## src/rtl/uart_pkg.sv

```systemverilog
// Shared UART constants and the transmit-scheduler FSM state type.
package uart_pkg;
    localparam int BYTE_W = 8;

    typedef enum logic [1:0] {
        ST_IDLE  = 2'd0,
        ST_START = 2'd1,
        ST_SEND  = 2'd2
    } state_t;
endpackage

```

## src/rtl/uart_bit_sync.sv

```systemverilog
// Two-flop synchroniser for a single asynchronous level (tx_busy, RXD).
// Latency: 2 clk edges from input change to q.
// Backpressure: none, free-running.
module uart_bit_sync #(
    parameter logic RST_VAL = 1'b0
) (
    input  logic clk,
    input  logic reset_n,
    input  logic d,
    output logic q
);
    logic meta;

    always_ff @(posedge clk or negedge reset_n) begin
        if (!reset_n) begin
            meta <= RST_VAL;
            q    <= RST_VAL;
        end else begin
            meta <= d;
            q    <= meta;
        end
    end
endmodule

```

## src/rtl/uart_tx_scheduler.sv

```systemverilog
// Round-robin scheduler sharing one UART transmitter between NUM_REQ byte sources.
// Latency: byte accepted on edge N, tx_start high after N; busy edges seen 2 clk later.
// Backpressure: req_ready only in IDLE with synchronised busy low; one byte per frame.
module uart_tx_scheduler
    import uart_pkg::*;
#(
    parameter int NUM_REQ = 2,
    parameter int TIMEOUT = 1023
) (
    input  logic                       clk,
    input  logic                       reset_n,
    input  logic [NUM_REQ-1:0]         req_valid,
    input  logic [NUM_REQ*BYTE_W-1:0]  req_data,
    output logic [NUM_REQ-1:0]         req_ready,
    output logic [BYTE_W-1:0]          tx_data,
    output logic                       tx_start,
    input  logic                       tx_busy,
    output logic [$clog2(NUM_REQ)-1:0] grant_id,
    output logic                       active,
    output logic                       timeout_err
);
    localparam int GW    = $clog2(NUM_REQ);
    localparam int CNT_W = (TIMEOUT > 0) ? $clog2(TIMEOUT + 1) : 1;
    localparam logic [CNT_W-1:0] CNT_MAX  = '1;
    localparam logic [CNT_W-1:0] CNT_LAST = (TIMEOUT > 0) ? CNT_W'(TIMEOUT - 1) : '1;

    state_t            state;
    logic [GW-1:0]     ptr;
    logic [CNT_W-1:0]  cnt;
    logic              busy_s;
    logic              gnt_hit;
    logic              grant_en;
    logic [GW-1:0]     gnt_idx;
    logic [GW-1:0]     cand;
    logic [BYTE_W-1:0] req_bytes [NUM_REQ];

    for (genvar g = 0; g < NUM_REQ; g++) begin : g_unpack
        assign req_bytes[g] = req_data[g*BYTE_W +: BYTE_W];
    end

    // Busy resets as asserted so nothing is granted before the real level arrives.
    uart_bit_sync #(.RST_VAL(1'b1)) u_busy_sync (
        .clk     (clk),
        .reset_n (reset_n),
        .d       (tx_busy),
        .q       (busy_s)
    );

    always_comb begin
        gnt_hit = 1'b0;
        gnt_idx = '0;
        cand    = '0;
        for (int i = 1; i <= NUM_REQ; i++) begin
            cand = GW'((int'(ptr) + i) % NUM_REQ);
            if (!gnt_hit && req_valid[cand]) begin
                gnt_hit = 1'b1;
                gnt_idx = cand;
            end
        end
    end

    assign grant_en  = (state == ST_IDLE) && !busy_s && gnt_hit;
    assign req_ready = grant_en ? (NUM_REQ'(1) << gnt_idx) : '0;
    assign active    = (state != ST_IDLE);

    always_ff @(posedge clk or negedge reset_n) begin
        if (!reset_n) begin
            state       <= ST_IDLE;
            ptr         <= GW'(NUM_REQ - 1);
            cnt         <= '0;
            tx_data     <= '0;
            tx_start    <= 1'b0;
            grant_id    <= '0;
            timeout_err <= 1'b0;
        end else begin
            timeout_err <= 1'b0;
            case (state)
                ST_IDLE: begin
                    if (grant_en) begin
                        tx_data  <= req_bytes[gnt_idx];
                        grant_id <= gnt_idx;
                        ptr      <= gnt_idx;
                        cnt      <= '0;
                        tx_start <= 1'b1;
                        state    <= ST_START;
                    end
                end
                ST_START: begin
                    if (busy_s) begin
                        tx_start <= 1'b0;
                        state    <= ST_SEND;
                    end else if (TIMEOUT != 0 && cnt == CNT_LAST) begin
                        cnt         <= cnt + 1'b1;
                        tx_start    <= 1'b0;
                        timeout_err <= 1'b1;
                        state       <= ST_IDLE;
                    end else if (cnt != CNT_MAX) begin
                        cnt <= cnt + 1'b1;
                    end
                end
                ST_SEND: begin
                    if (!busy_s) begin
                        state <= ST_IDLE;
                    end
                end
                default: begin
                    tx_start <= 1'b0;
                    state    <= ST_IDLE;
                end
            endcase
        end
    end
endmodule

```

## config.mk

```make
export PLATFORM = sky130hd
export DESIGN_NAME = uart_tx_scheduler
export DESIGN_NICKNAME = d
export VERILOG_FILES = /design/src/rtl/uart_pkg.sv /design/src/rtl/uart_bit_sync.sv /design/src/rtl/uart_tx_scheduler.sv
export SDC_FILE = /design/constraint.sdc
export NUM_CORES = 1
export LEC_CHECK = 0
export ABC_AREA = 1
export CORE_ASPECT_RATIO = 0.7
export CORE_MARGIN = 5
export CORE_UTILIZATION = 51
export DETAILED_ROUTE_END_ITERATION = 6
export HOLD_SLACK_MARGIN = 0.03
export PLACE_DENSITY = 0.87
export RECOVER_POWER = 50
export SLEW_MARGIN = 20
export SYNTH_ARGS = -nofsm -noshare
export SYNTH_HDL_FRONTEND = slang
export SYNTH_SLANG_ARGS = --single-unit
```

## constraint.sdc

```tcl
create_clock -name clk -period 3.3 [get_ports clk]
set_input_delay 0.825 -clock clk [delete_from_list [all_inputs] [get_ports clk]]
set_output_delay 0.825 -clock clk [all_outputs]
set_load 0.02 [all_outputs]
```

=== Yosys cells after proc, flatten, opt, wreduce, memory -nomap -nowiden ===
Cells that the tools add are included.

* Register bits after elaboration: 26
* Latch bits: 0
* Bits in writable memories: 0
* Bits in read-only memories: 0
* Input bits: 21
* Output and inout bits: 14
* Word-level logic and storage cells: 68
* Memories: 0

* $add $sub $neg: 3
* Multipliers: 0
* Divide/modulo/power cells: 0
* Order comparisons: 3
* Equality and inequality tests: 9
* Shift operators: 1
* Mux-type cells: 29
* Bitwise operators: 2
* Reductions and logical operators: 12

{| class="wikitable"
|+ Operators with widths
! kind !! number
|-
| $mux W10 || 4
|-
| $mux W8 || 3
|-
| $pmux W10 S2 || 1
|-
| $mux W1 || 14
|-
| $add A10 B1 Y10 const B || 1
|-
| $eq A10 B10 Y1 const B || 1
|-
| $mux W2 || 5
|-
| $ne A10 B10 Y1 const B || 1
|-
| $ne A2 B2 Y1 const B || 3
|-
| $pmux W2 S3 || 1
|-
| $reduce_and A3 Y1 || 2
|-
| $lt A1 B2 Y1 const B || 2
|-
| $reduce_and A4 Y1 || 1
|-
| $reduce_bool A2 Y1 || 2
|-
| $logic_and A1 B1 Y1 || 3
|-
| $ne A3 B2 Y1 const B || 1
|-
| $ne A3 B3 Y1 const B || 1
|-
| $pmux W1 S3 || 1
|-
| $add A1 B1 Y1 const B || 2
|-
| $eq A2 B1 Y1 const B || 1
|-
| $eq A2 B2 Y1 const B || 1
|-
| $ge A2 B2 Y1 const B || 1
|-
| $logic_not A1 Y1 || 2
|-
| $logic_not A2 Y1 || 1
|-
| 4 further kinds || 4
|}

=== Longest topological paths before layout ===
Gate-level depths: netlist of the first run.

* Depth in word-level cells: 11
* Gate-level depth with buffers: 9
* Gate-level depth less buffers: 8

=== Hierarchy ===
Synthesis of the first run repeated with hierarchy kept, for this count alone.

* Cells, all modules: 165
* Area, all modules: 1,313.8 µm²

{| class="wikitable"
|+ Modules (own cells, without submodules)
! module !! instances !! cells each !! area each (µm²) !! seq. area each (µm²)
|-
| uart_tx_scheduler || 1 || 163 || 1,261.2 || 601.8
|-
| uart_bit_sync || 1 || 2 || 52.6 || 52.6
|}

=== Worst setup path after synthesis of the first run ===
Ideal clock, no wire load.

* Path type: input -> output
* From: input req_valid[0]
* To: output req_ready[0]
* Arrival time: 1.455 ns
* Required time: 2.475 ns
* Slack: 1.020 ns
* Stages: 4
* Buffers on the path: 0
* Path through: inv_1 -> nand2_1 -> nand4_1 -> nor2_2

* Longest elaborated chain between the ends: 8
* Elaborated cells between the ends (all ways): 13

{| class="wikitable"
|+ Ends and longest elaborated chain
! item !! RTL line !! text
|-
| from (decl) || uart_tx_scheduler.sv:12 || <nowiki>input logic [NUM_REQ-1:0] req_valid,</nowiki>
|-
| $mux W1 (implied by the code) (2 in series) || uart_tx_scheduler.sv:55 || <nowiki>if (!gnt_hit && req_valid[cand]) begin</nowiki>
|-
| $mux W1 || uart_tx_scheduler.sv:55 ||
|-
| $logic_not A1 Y1 || uart_tx_scheduler.sv:55 ||
|-
| $logic_and A1 B1 Y1 || uart_tx_scheduler.sv:55 ||
|-
| $mux W1 || uart_tx_scheduler.sv:55 ||
|-
| $shl A1 B1 Y2 / $logic_and A1 B1 Y1 (equally long branches) || uart_tx_scheduler.sv:63, uart_tx_scheduler.sv:62 ||
|-
| $mux W2 (*) || uart_tx_scheduler.sv:63 || <nowiki>assign req_ready = grant_en ? (NUM_REQ'(1) << gnt_idx) : '0;</nowiki>
|-
| to (decl) || uart_tx_scheduler.sv:14 || <nowiki>output logic [NUM_REQ-1:0] req_ready,</nowiki>
|}

Every way passes the cells marked *; elsewhere a longest branch is shown, timed or not. The select of a mux whose other input is x is not followed.

=== Final worst setup path of the first run ===
* From: input req_valid[1]
* To: output req_ready[0]

The elaborated chain is that of the path after synthesis.

==> metrics.md, run 1 <==
| Metric | Value |
|---|---|
| Filler cell count | `183` |
| Worst endpoint required time | `2470 ps` |
| Final hold viol count | `0` |
| Fin area | `0.00177 mm^2` |
| Core Region | `0.00250 mm^2` |
| Synth Net Count | `between 150 and 200` |
| Post-cts repair resize count | `1` |
| DRC | `0` |
| First-pass GRT wire length | `5.22 mm` |
| Fin util | `roughly 71%` |
| Post-CTS Setup Inserts | `0` |
| Row count | `15` |
| Tot Pwr | `~1.1 mW` |
| Sequential share of the synthesized area | `~49%` |
| Cell variety after synth | `27` |
| Least-Margin Pin Slew | `~1400 ps` |
| Starting Density | `53.7%` |
| Post-Synth XOR/XNOR Area | `1.31%` |
| Post-Synth Simple-Gate Area | `34.4%` |
| Reg area | `654 um^2` |
| Hold-fix buffers, CTS | `0` |
| DRT Wirelength | `3.15 mm` |
| Die area | `around 0.0038 mm^2` |
| FMAX | `approximately 0.31 GHz` |
| Slowest stage cell, crit path | `clkdlybuf4s50_1` |
| Period minus WS final | `3190 ps` |
| GP Congestion | `0.815` |
| PwrDens | `roughly 640 mW/mm^2` |
| Area of the multi-input gates | `between 600 and 700 um^2` |
| Grt total ovfl | `0` |
| Worst Setup Path Type | `input pin to output port` |
| Slowest cell delay on critical path | `630 ps` |
| Layout area overhead | `32.3%` |
| Static Leak | `between 0.8 and 0.9 nW` |
| Placed inst area | `roughly 0.0017 mm^2` |
| Final worst setup slack | `115 ps` |
| Avg Cell Area, Syn | `8.18 um^2` |
| DR vias/cell | `5.09` |
| CP bufs+invs | `3` |
| Headroom to the max-slew limit | `7.73%` |
| Clock Path Buffers | `2` |
| Crit-path cells | `clkdlybuf4s50_1, inv_1, nand2_1, nand4_1, nor2_2, clkdlybuf4s50_1` |
| Iter 0 DRT Violations | `101` |
| Dpl hpwl | `2.47 mm` |
| Share of layout cells above drive strength 1 | `14.2%` |
| VDD IR max | `about 0.47 mV` |
| Nets | `between 200 and 250` |
| Worst hold margin | `364 ps` |
| Final setup vio count | `0` |
| All-layer global routing usage | `between 10% and 20%` |
| Outcome | `finished clean` |
| Number of max-cap violations | `0` |
| TritonCTS clock tree | `yes` |
| Most Frequent Cell on Critical Path | `clkdlybuf4s50_1` |
| Clk slew on worst S/H paths | `roughly 80 ps` |
| Mux share of post-synthesis cell area | `0%` |
| Syn Inst Count | `164` |
| Combinational family with the most area after synthesis | `simple AND/OR/NAND/NOR gates` |
| Synth Area in Compound Gates | `7.37%` |
| Post-Route Skew | `10.5 ps` |
| DRT antenna net count | `0` |
| Ys Warns | `0` |
| R2R setup slack | `approximately 1700 ps` |
| Critical path arrival | `2360 ps` |
| Via count | `about 1,200` |
| Endpoint type of the worst setup path | `output port` |
| Largest fanout on the critical path | `4` |
| Number of port buffers | `34` |
| Crit-path leading delay family | `buffers and inverters` |
| Unrepaired setup endpoints after global routing | `false` |
| Synth Register Bits | `26` |
| CTS Root Cell | `clkbuf_8` |
| Clock latency at the later pin of the worst-skew pair | `270 ps` |
| CTS H-Tree Depth | `1` |
| Dpl ws | `-0.127 ps` |
| Mapped Area | `around 0.0013 mm^2` |
| Initial antenna violation count | `0` |
| Vias in the first global route | `1,173` |
| Adder-cell share of the synthesized area | `1.87%` |
| WL/cell | `~13 um` |
| Clock buffer count from CTS | `3` |
| Num Clock Sinks | `26` |
| Die Y | `52.9 um` |
| Fin crit share | `96.5%` |
| Antenna Cells | `0` |
| I/O Pins | `35` |
| Worst Hold Class | `flop to flop` |
| Startpoint types | `input pin` |
| Die X | `71.3 um` |
| Slew Limit Fails | `0` |
| 1st-pass router iterations | `4` |
| Largest net degree at the start of global routing | `27` |
[final timing paths]
check / startpoint / endpoint / cells past startpoint
max in group asynchronous: reset_n / tx_data[1]$_DFFE_PN0P_ / 2
worst min register to register: u_busy_sync.meta$_DFF_PN1_ / u_busy_sync.q$_DFF_PN1_ / 0
worst max register to register: cnt[0]$_DFFE_PN0P_ / cnt[8]$_DFFE_PN0P_ / 7
worst min-delay path: u_busy_sync.meta$_DFF_PN1_ / u_busy_sync.q$_DFF_PN1_ / 0
min in group asynchronous: reset_n / cnt[7]$_DFFE_PN0P_ / 2
worst max-delay path: req_valid[1] / req_ready[0] / 6
[area by class of cell]
type / instances / area share [%]
flip-flops and latches: 26 / 36.9
clock buffers: 4 / 2.54
repair buffers: 39 / 20.6
well taps: 34 / 2.40
multi-input cells: 118 / 34.0
inverters: 17 / 3.60
[logic make-up (layout without fill, tap and decap cells)]
group,Yosys count,in the layout
AO/OA/AOI/OAI,14,14
XOR/XNOR,2,2
adder cells (fa/ha/maj),2,2
buffers and inverters,20,60
flip-flops,26,26
AND/OR/NAND/NOR,100,100
[report_power, final]
| part | leakage [nW] | internal (mW) | switching (mW) |
|---|---|---|---|
| Clock | 0.0228 | 0.0863 | 0.0927 |
| Sequential | 0.333 | 0.408 | 0.0622 |
| Combinational | 0.475 | 0.213 | 0.274 |
| Total | 0.831 | 0.707 | 0.429 |
[state kept, by name, indices dropped and copies added, names as in the netlist]
| signal | count |
|---|---|
| cnt | 10 |
| tx_data | 8 |
| state | 2 |
| grant_id | 1 |
| ptr | 1 |
| timeout_err | 1 |
| tx_start | 1 |
| u_busy_sync.meta | 1 |
| u_busy_sync.q | 1 |
[layout by cell type, fill, tap and decap left out, types with 2 or more instances in the layout]
| master | count |
|---|---|
| nand3_2 | 2 |
| o21ai_2 | 7 |
| o21ai_1 | 4 |
| nand4_1 | 3 |
| inv_1 | 14 |
| nand3_1 | 15 |
| nor2_1 | 3 |
| buf_4 | 2 |
| ha_1 | 2 |
| nor2_2 | 4 |
| nand3b_1 | 2 |
| clkdlybuf4s50_1 | 31 |
| clkbuf_8 | 3 |
| dlygate4sd3_1 | 2 |
| clkbuf_1 | 4 |
| inv_2 | 3 |
| dfrtp_1 | 23 |
| dfstp_2 | 3 |
| a21oi_1 | 2 |
| nand2_1 | 65 |
[routing by layer]
metal	track usage [%]	up-vias	routed length [um]
li1	-	602	-
met1	21.7	568	1380
met2	31.1	33	1570
met3	3.98	8	122
met4	8.44	0	70
met5	0	-	0
[synthesized netlist by cell type (all sizes together)]
master,instances,area [um^2]
or2,1,6.26
o21ai,11,81.3
a21oi,2,10.0
nand3,17,95.1
xnor2,1,8.76
dfstp,3,78.8
inv,17,63.8
nand4,4,31.3
buf,2,16.3
nor2,8,47.5
nor3,1,5.00
clkbuf,1,3.75
xor2,1,8.76
ha,2,25.0
dfrtp,23,576
nand3b,2,15.0
o21bai,1,7.51
nand2,67,262
[per-stage QoR]
| stage | TNS, ps | std cells |
|---|---|---|
| final | 0 | 238 |
| after detailed placement | -0.127 | 234 |
| after global placement | 0 | 234 |
| after global routing | 0 | 238 |
| after floorplan | 0 | 164 |
| after CTS | 0 | 238 |
[worst register-to-register path: cells and delay by family (launching register included)]
kind	cells	cell delay, ps
adders and majority gates	1	260
and+or+nand+nor	5	670
AOI/OAI and AO/OA	1	60
DFF	1	540
Power figures use the tool's default switching activity.
==> run 2: changes to the inputs <==
- SKIP_CTS_REPAIR_TIMING: default -> 1
- SLEW_MARGIN: 20 -> default
==> run 2 against run 1 <==
Net effect: global-route usage unchanged; non-clock buffer count unchanged; combinational power about the same; via count increased by 0.83%; design area increased by 0.21%; clock power about the same; fmax about the same; sequential cell count unchanged; cell count unchanged; sequential power about the same; die area unchanged; clock skew increased by 2.9 ps; critical endpoint unchanged; largest power group unchanged.
==> metrics.md, run 2 (synthesis results as in run 1) <==
| Metric | Value |
|---|---|
| Outcome | `finished clean` |
| Die X | `71.3 um` |
| Commonest cells after routing, fill and taps aside | `nand2_1 (65), clkdlybuf4s50_1 (31), dfrtp_1 (23), nand3_1 (15), inv_1 (14)` |
| Grt total ovfl | `0` |
| I/O Pins | `35` |
| DRT Wirelength | `~3.2 mm` |
| Dpl ws | `-0.127 ps` |
| Fin area | `0.00178 mm^2` |
| Num Clock Sinks | `26` |
| Worst Hold Class | `flop to flop` |
| Number of port buffers | `34` |
| Placed inst area | `about 0.0017 mm^2` |
| PwrDens | `641 mW/mm^2` |
| Endpoint type of the worst setup path | `output port` |
| Critical path arrival | `2360 ps` |
| DRC | `0` |
| Clk slew on worst S/H paths | `around 80 ps` |
| M2 GR Usage | `31.1%` |
| Clock buffer count from CTS | `3` |
| Commonest non-fill, non-tap cell in the layout | `nand2_1` |
| First-pass GRT wire length | `approximately 5.2 mm` |
| Worst endpoint required time | `2470 ps` |
| Slowest stage cell, crit path | `clkdlybuf4s50_1` |
| Static Leak | `~0.84 nW` |
| Most Frequent Cell on Critical Path | `clkdlybuf4s50_1` |
| Clock latency at the later pin of the worst-skew pair | `270 ps` |
| Seq pwr share | `41.2%` |
| TritonCTS clock tree | `yes` |
| CTS H-Tree Depth | `1` |
| Final setup vio count | `0` |
| FMAX | `0.314 GHz` |
| Row count | `15` |
| WL/cell | `about 13 um` |
| Placed Cells | `234` |
| Iter 0 DRT Violations | `86` |
| Reg2reg start | `cnt[0]$_DFFE_PN0P_` |
| Slowest cell delay on critical path | `620 ps` |
| Fin crit share | `around 97%` |
| Largest fanout on the critical path | `4` |
| Slew Limit Fails | `0` |
| Non-filler instance count after layout | `about 240` |
| GRT Max-Usage Layer | `met2` |
| Antenna Cells | `0` |
| GR Util met1 | `between 20% and 30%` |
| Final worst setup slack | `~110 ps` |
| Clock power frac | `between 15 and 20%` |
| Largest net degree at the start of global routing | `27` |
| Net Sw Frac | `about 38%` |
| Share of layout cells above drive strength 1 | `~14%` |
| Die area | `roughly 0.0038 mm^2` |
| CTS Root Cell | `clkbuf_8` |
| Initial antenna violation count | `0` |
| Dpl hpwl | `about 2.5 mm` |
| Setup TNS | `0 ps` |
| Comb pwr share | `42.9%` |
| Die Y | `between 50 and 60 um` |
| DRT antenna net count | `0` |
| Startpoint types | `input pin` |
| Worst Setup SP | `req_valid[1]` |
| Hold path startpoint | `u_busy_sync.meta$_DFF_PN1_` |
| Layout area overhead | `32.6%` |
| 1st-pass router iterations | `4` |
| Number of max-cap violations | `0` |
| Unrepaired setup endpoints after global routing | `false` |
| DR vias/cell | `approximately 5` |
| Internal Power | `0.708 mW` |
| VDD IR max | `0.463 mV` |
| Crit-path cells | `clkdlybuf4s50_1, inv_1, nand2_1, nand4_1, nor2_2, clkdlybuf4s50_1` |
| Filler cell count | `182` |
| Headroom to the max-slew limit | `7.34%` |
| GP Congestion | `0.815` |
| Biggest register | `cnt` |
| All-layer global routing usage | `18.0%` |
| Post-Route Skew | `13.4 ps` |
| Starting Density | `a little over half` |
| Core Region | `0.00250 mm^2` |
| Least-Margin Pin Slew | `1390 ps` |
| Nets | `approximately 230` |
| Vias in the first global route | `around 1,200` |
| Worst Setup Path Type | `input pin to output port` |
| Final hold viol count | `0` |
| NetSw | `roughly 0.43 mW` |
| Max reg flops | `10` |
| Clock Path Buffers | `2` |
| Period minus WS final | `about 3200 ps` |
| Met3 Use GR | `3.98%` |
| Via count | `between 1,000 and 1,500` |
| Worst hold margin | `364 ps` |
| Top Registers | `cnt x10, tx_data x8, state x2` |
==> run 2: per-stage QoR <==
step | utilization [%] | total power, mW
2_1_floorplan | - | 0.742
3_3_place_gp | 69.8 | 0.952
3_5_place_dp | 69.8 | 0.971
4_1_cts | 71.6 | 1.16
5_1_grt | 71.2 | 1.21
6_report | 71.2 | 1.14
==> run 2: path summary, 6_finish.rpt <==
| path | slack (ps) | depth (start not counted) | endpoint |
|---|---|---|---|
| setup reg to reg | 1710 | 7 | cnt[8]$_DFFE_PN0P_ |
| min in group asynchronous | 1390 | 2 | cnt[7]$_DFFE_PN0P_ |
| max in group asynchronous | 1080 | 2 | tx_data[1]$_DFFE_PN0P_ |
| setup / recovery | 110 | 6 | req_ready[0] |
| hold reg to reg | 360 | 0 | u_busy_sync.q$_DFF_PN1_ |
| hold / removal | 360 | 0 | u_busy_sync.q$_DFF_PN1_ |
==> run 2: power by group through the flow <==
stage          Clock (mW)  Combinational [mW]  Sequential (mW)
2_1_floorplan           0               0.205            0.536
3_3_place_gp            0               0.484            0.468
3_5_place_dp            0               0.496            0.475
4_1_cts             0.186               0.501            0.469
5_1_grt             0.200               0.531            0.479
6_report            0.181               0.489            0.469
==> run 2: per-layer routing <==
metal,vias to the layer above,part of all wire [%],wire [um]
met1,564,43,1360
met4,0,2.5,80
met5,-,0,0
li1,603,-,-
met3,9,4.5,142
met2,45,50,1580
==> run 2: final cells by class <==
class	instances	area (um^2)	area share (%)
inverters	17	63.8	3.59
well taps	34	42.5	2.39
multi-input cells	118	603	33.9
clock buffers	4	45.0	2.53
repair buffers	39	369	20.8
flip-flops and latches	26	654	36.8
==> run 2: worst max-delay path, delay by kind of cell <==
kind | cells | cell delay, ps
buffers and inverters | 3 | 1150
AND/OR/NAND/NOR | 3 | 380
==> run 3: changes to the inputs <==
- CORE_UTILIZATION: 51 -> 35
- PLACE_DENSITY: 0.87 -> 0.65
==> run 3 against run 2 <==
Net effect: worst setup slack got worse by 1.7 ps; clock power increased by 47%; via count decreased by 4.7%; critical path depth unchanged; clock skew decreased by 9.9 ps; core utilization decreased by 20 points; sequential power decreased by 0.9%; power increased by 6.9%; first-iteration DRC count decreased by 7.0%.
==> metrics.md, run 3 (synthesis results as in run 1) <==
| Metric | Value |
|---|---|
| Layout area overhead | `36.3%` |
| DR vias/cell | `around 4.6` |
| Initial antenna violation count | `0` |
| NetSw | `0.432 mW` |
| DRC | `0` |
| Commonest cells after routing, fill and taps aside | `nand2_1 (65), clkdlybuf4s50_1 (31), dfrtp_1 (23), nand3_1 (15), inv_1 (14)` |
| Worst endpoint required time | `2470 ps` |
| Most Frequent Cell on Critical Path | `clkdlybuf4s50_1` |
| Die area | `0.00519 mm^2` |
| Outcome | `finished clean` |
| Final setup vio count | `0` |
| Startpoint types | `input pin` |
| All-layer global routing usage | `12.4%` |
| Internal Power | `0.786 mW` |
| GP Congestion | `0.764` |
| Area of the multi-input gates | `between 600 and 700 um^2` |
| Nets | `228` |
| Top Registers | `cnt x10, tx_data x8, state x2` |
| Core Region | `0.00360 mm^2` |
| Num Clock Sinks | `26` |
| Dpl hpwl | `~2.4 mm` |
| Clock buffer count from CTS | `3` |
| First-pass GRT wire length | `5.11 mm` |
| 1st-pass router iterations | `4` |
| I/O Pins | `35` |
| Via count | `1,164` |
| Max reg flops | `10` |
| TritonCTS clock tree | `yes` |
| Slowest cell delay on critical path | `around 620 ps` |
| CTS H-Tree Depth | `1` |
| Filler cell count | `348` |
| Worst Setup Path Type | `input pin to output port` |
| Largest fanout on the critical path | `4` |
| Starting Density | `37.2%` |
| Tot Pwr | `1.22 mW` |
| Critical path arrival | `2360 ps` |
| Post-Route Skew | `3.55 ps` |
| DRT Wirelength | `2.99 mm` |
| Share of layout cells above drive strength 1 | `15.2%` |
| Die Y | `61.8 um` |
| Grt total ovfl | `0` |
| Reg area | `roughly 650 um^2` |
| Number of max-cap violations | `0` |
| Row count | `18` |
| Period minus WS final | `~3200 ps` |
| WL/cell | `11.8 um` |
| Vias in the first global route | `1,086` |
| DRT antenna net count | `0` |
| Clk slew on worst S/H paths | `90 ps` |
| CTS Root Cell | `clkbuf_8` |
| Reg2reg path depth | `7` |
| Seq pwr share | `approximately two fifths` |
| Slowest stage cell, crit path | `clkdlybuf4s50_1` |
| FMAX | `0.314 GHz` |
| Fin crit share | `96.6%` |
| Crit-path cells | `clkdlybuf4s50_1, inv_1, nand2_1, nand4_1, nor2_2, clkdlybuf4s50_1` |
| Antenna Cells | `0` |
| Hold Path End | `u_busy_sync.q$_DFF_PN1_` |
| PwrDens | `666 mW/mm^2` |
| R2R Path End | `cnt[2]$_DFFE_PN0P_` |
| R2R setup slack | `1730 ps` |
| Worst Hold Class | `flop to flop` |
| Clock latency at the later pin of the worst-skew pair | `280 ps` |
| Die X | `84.0 um` |
| Iter 0 DRT Violations | `80` |
| Number of port buffers | `34` |
| Reg2reg start | `cnt[0]$_DFFE_PN0P_` |
| Clock power frac | `21.9%` |
| Largest net degree at the start of global routing | `27` |
| Least-Margin Pin Slew | `1380 ps` |
| Commonest non-fill, non-tap cell in the layout | `nand2_1` |
| Headroom to the max-slew limit | `a little under 8%` |
| Hold path startpoint | `u_busy_sync.meta$_DFF_PN1_` |
| Dpl ws | `-10.8 ps` |
| Static Leak | `0.860 nW` |
| Endpoint type of the worst setup path | `output port` |
| Final worst setup slack | `113 ps` |
| Net Sw Frac | `35.5%` |
| Biggest register | `cnt` |
| Slew Limit Fails | `0` |
| Unrepaired setup endpoints after global routing | `false` |
| Final hold viol count | `0` |
| Comb pwr share | `approximately 40%` |
| Worst Hold Depth | `0` |
| VDD IR max | `0.391 mV` |
| Clock Path Buffers | `2` |
## run 3: cell types whose count changed in the layout (fill, tap and decap cells not counted), sizes merged
| cell | before | now |
|---|---|---|
| buf | 2 | 3 |
| bufinv | 0 | 1 |
| clkbuf | 7 | 5 |
## run 3: area by class of cell
class                           instances  area share [%]
Clock inverter                          1            1.64
Inverter                               17            3.49
Multi-Input combinational cell        118            33.0
Sequential cell                        26            35.8
Clock buffer                            3            2.26
Tap cell                               50            3.42
Timing Repair Buffer                   39            20.4
## run 3: how the worst max path moves through the flow
| stage | endpoint | slack (ps) | startpoint |
|---|---|---|---|
| 2_1_floorplan | req_ready[0] | 1020 | req_valid[0] |
| 3_3_place_gp | req_ready[1] | 70 | req_valid[0] |
| 3_5_place_dp | req_ready[1] | -10 | req_valid[0] |
| 4_1_cts | req_ready[1] | -20 | req_valid[0] |
| 5_1_grt | req_ready[0] | 10 | req_valid[0] |
| 6_report | req_ready[0] | 110 | req_valid[0] |
## run 3: power by group through the flow
| stage | clock, mW | sequential [mW] | combinational [mW] |
|---|---|---|---|
| 3_5_place_dp | 0 | 0.473 | 0.496 |
| 5_1_grt | 0.282 | 0.480 | 0.534 |
| 4_1_cts | 0.272 | 0.468 | 0.499 |
| 3_3_place_gp | 0 | 0.470 | 0.488 |
| 2_1_floorplan | 0 | 0.536 | 0.205 |
| 6_report | 0.266 | 0.465 | 0.486 |
## run 3: worst max-delay path: cells and delay by family
family,cells,cell delay (ps)
buf+inv,3,1140
simple gates,3,390
## run 3: through the flow
stage               TNS, ps  utilization (%)  std cells  hold slack, ps  area, um^2
global route              0             50.7        254             368        1830
floorplan                 0                -        164             345        1340
detailed placement    -10.8             48.9        250             352        1760
global placement          0             48.9        250             348        1760
finish                    0             50.7        254             363        1830
CTS                   -20.0             50.9        254             365        1830
## run 3: layer usage
layer,up-vias,part of all wire (%),global-route usage (%)
met2,20,46,19.6
met1,539,49,17.2
met4,0,0.97,2.75
li1,601,-,-
met5,-,0,0
met3,4,3.6,3.56
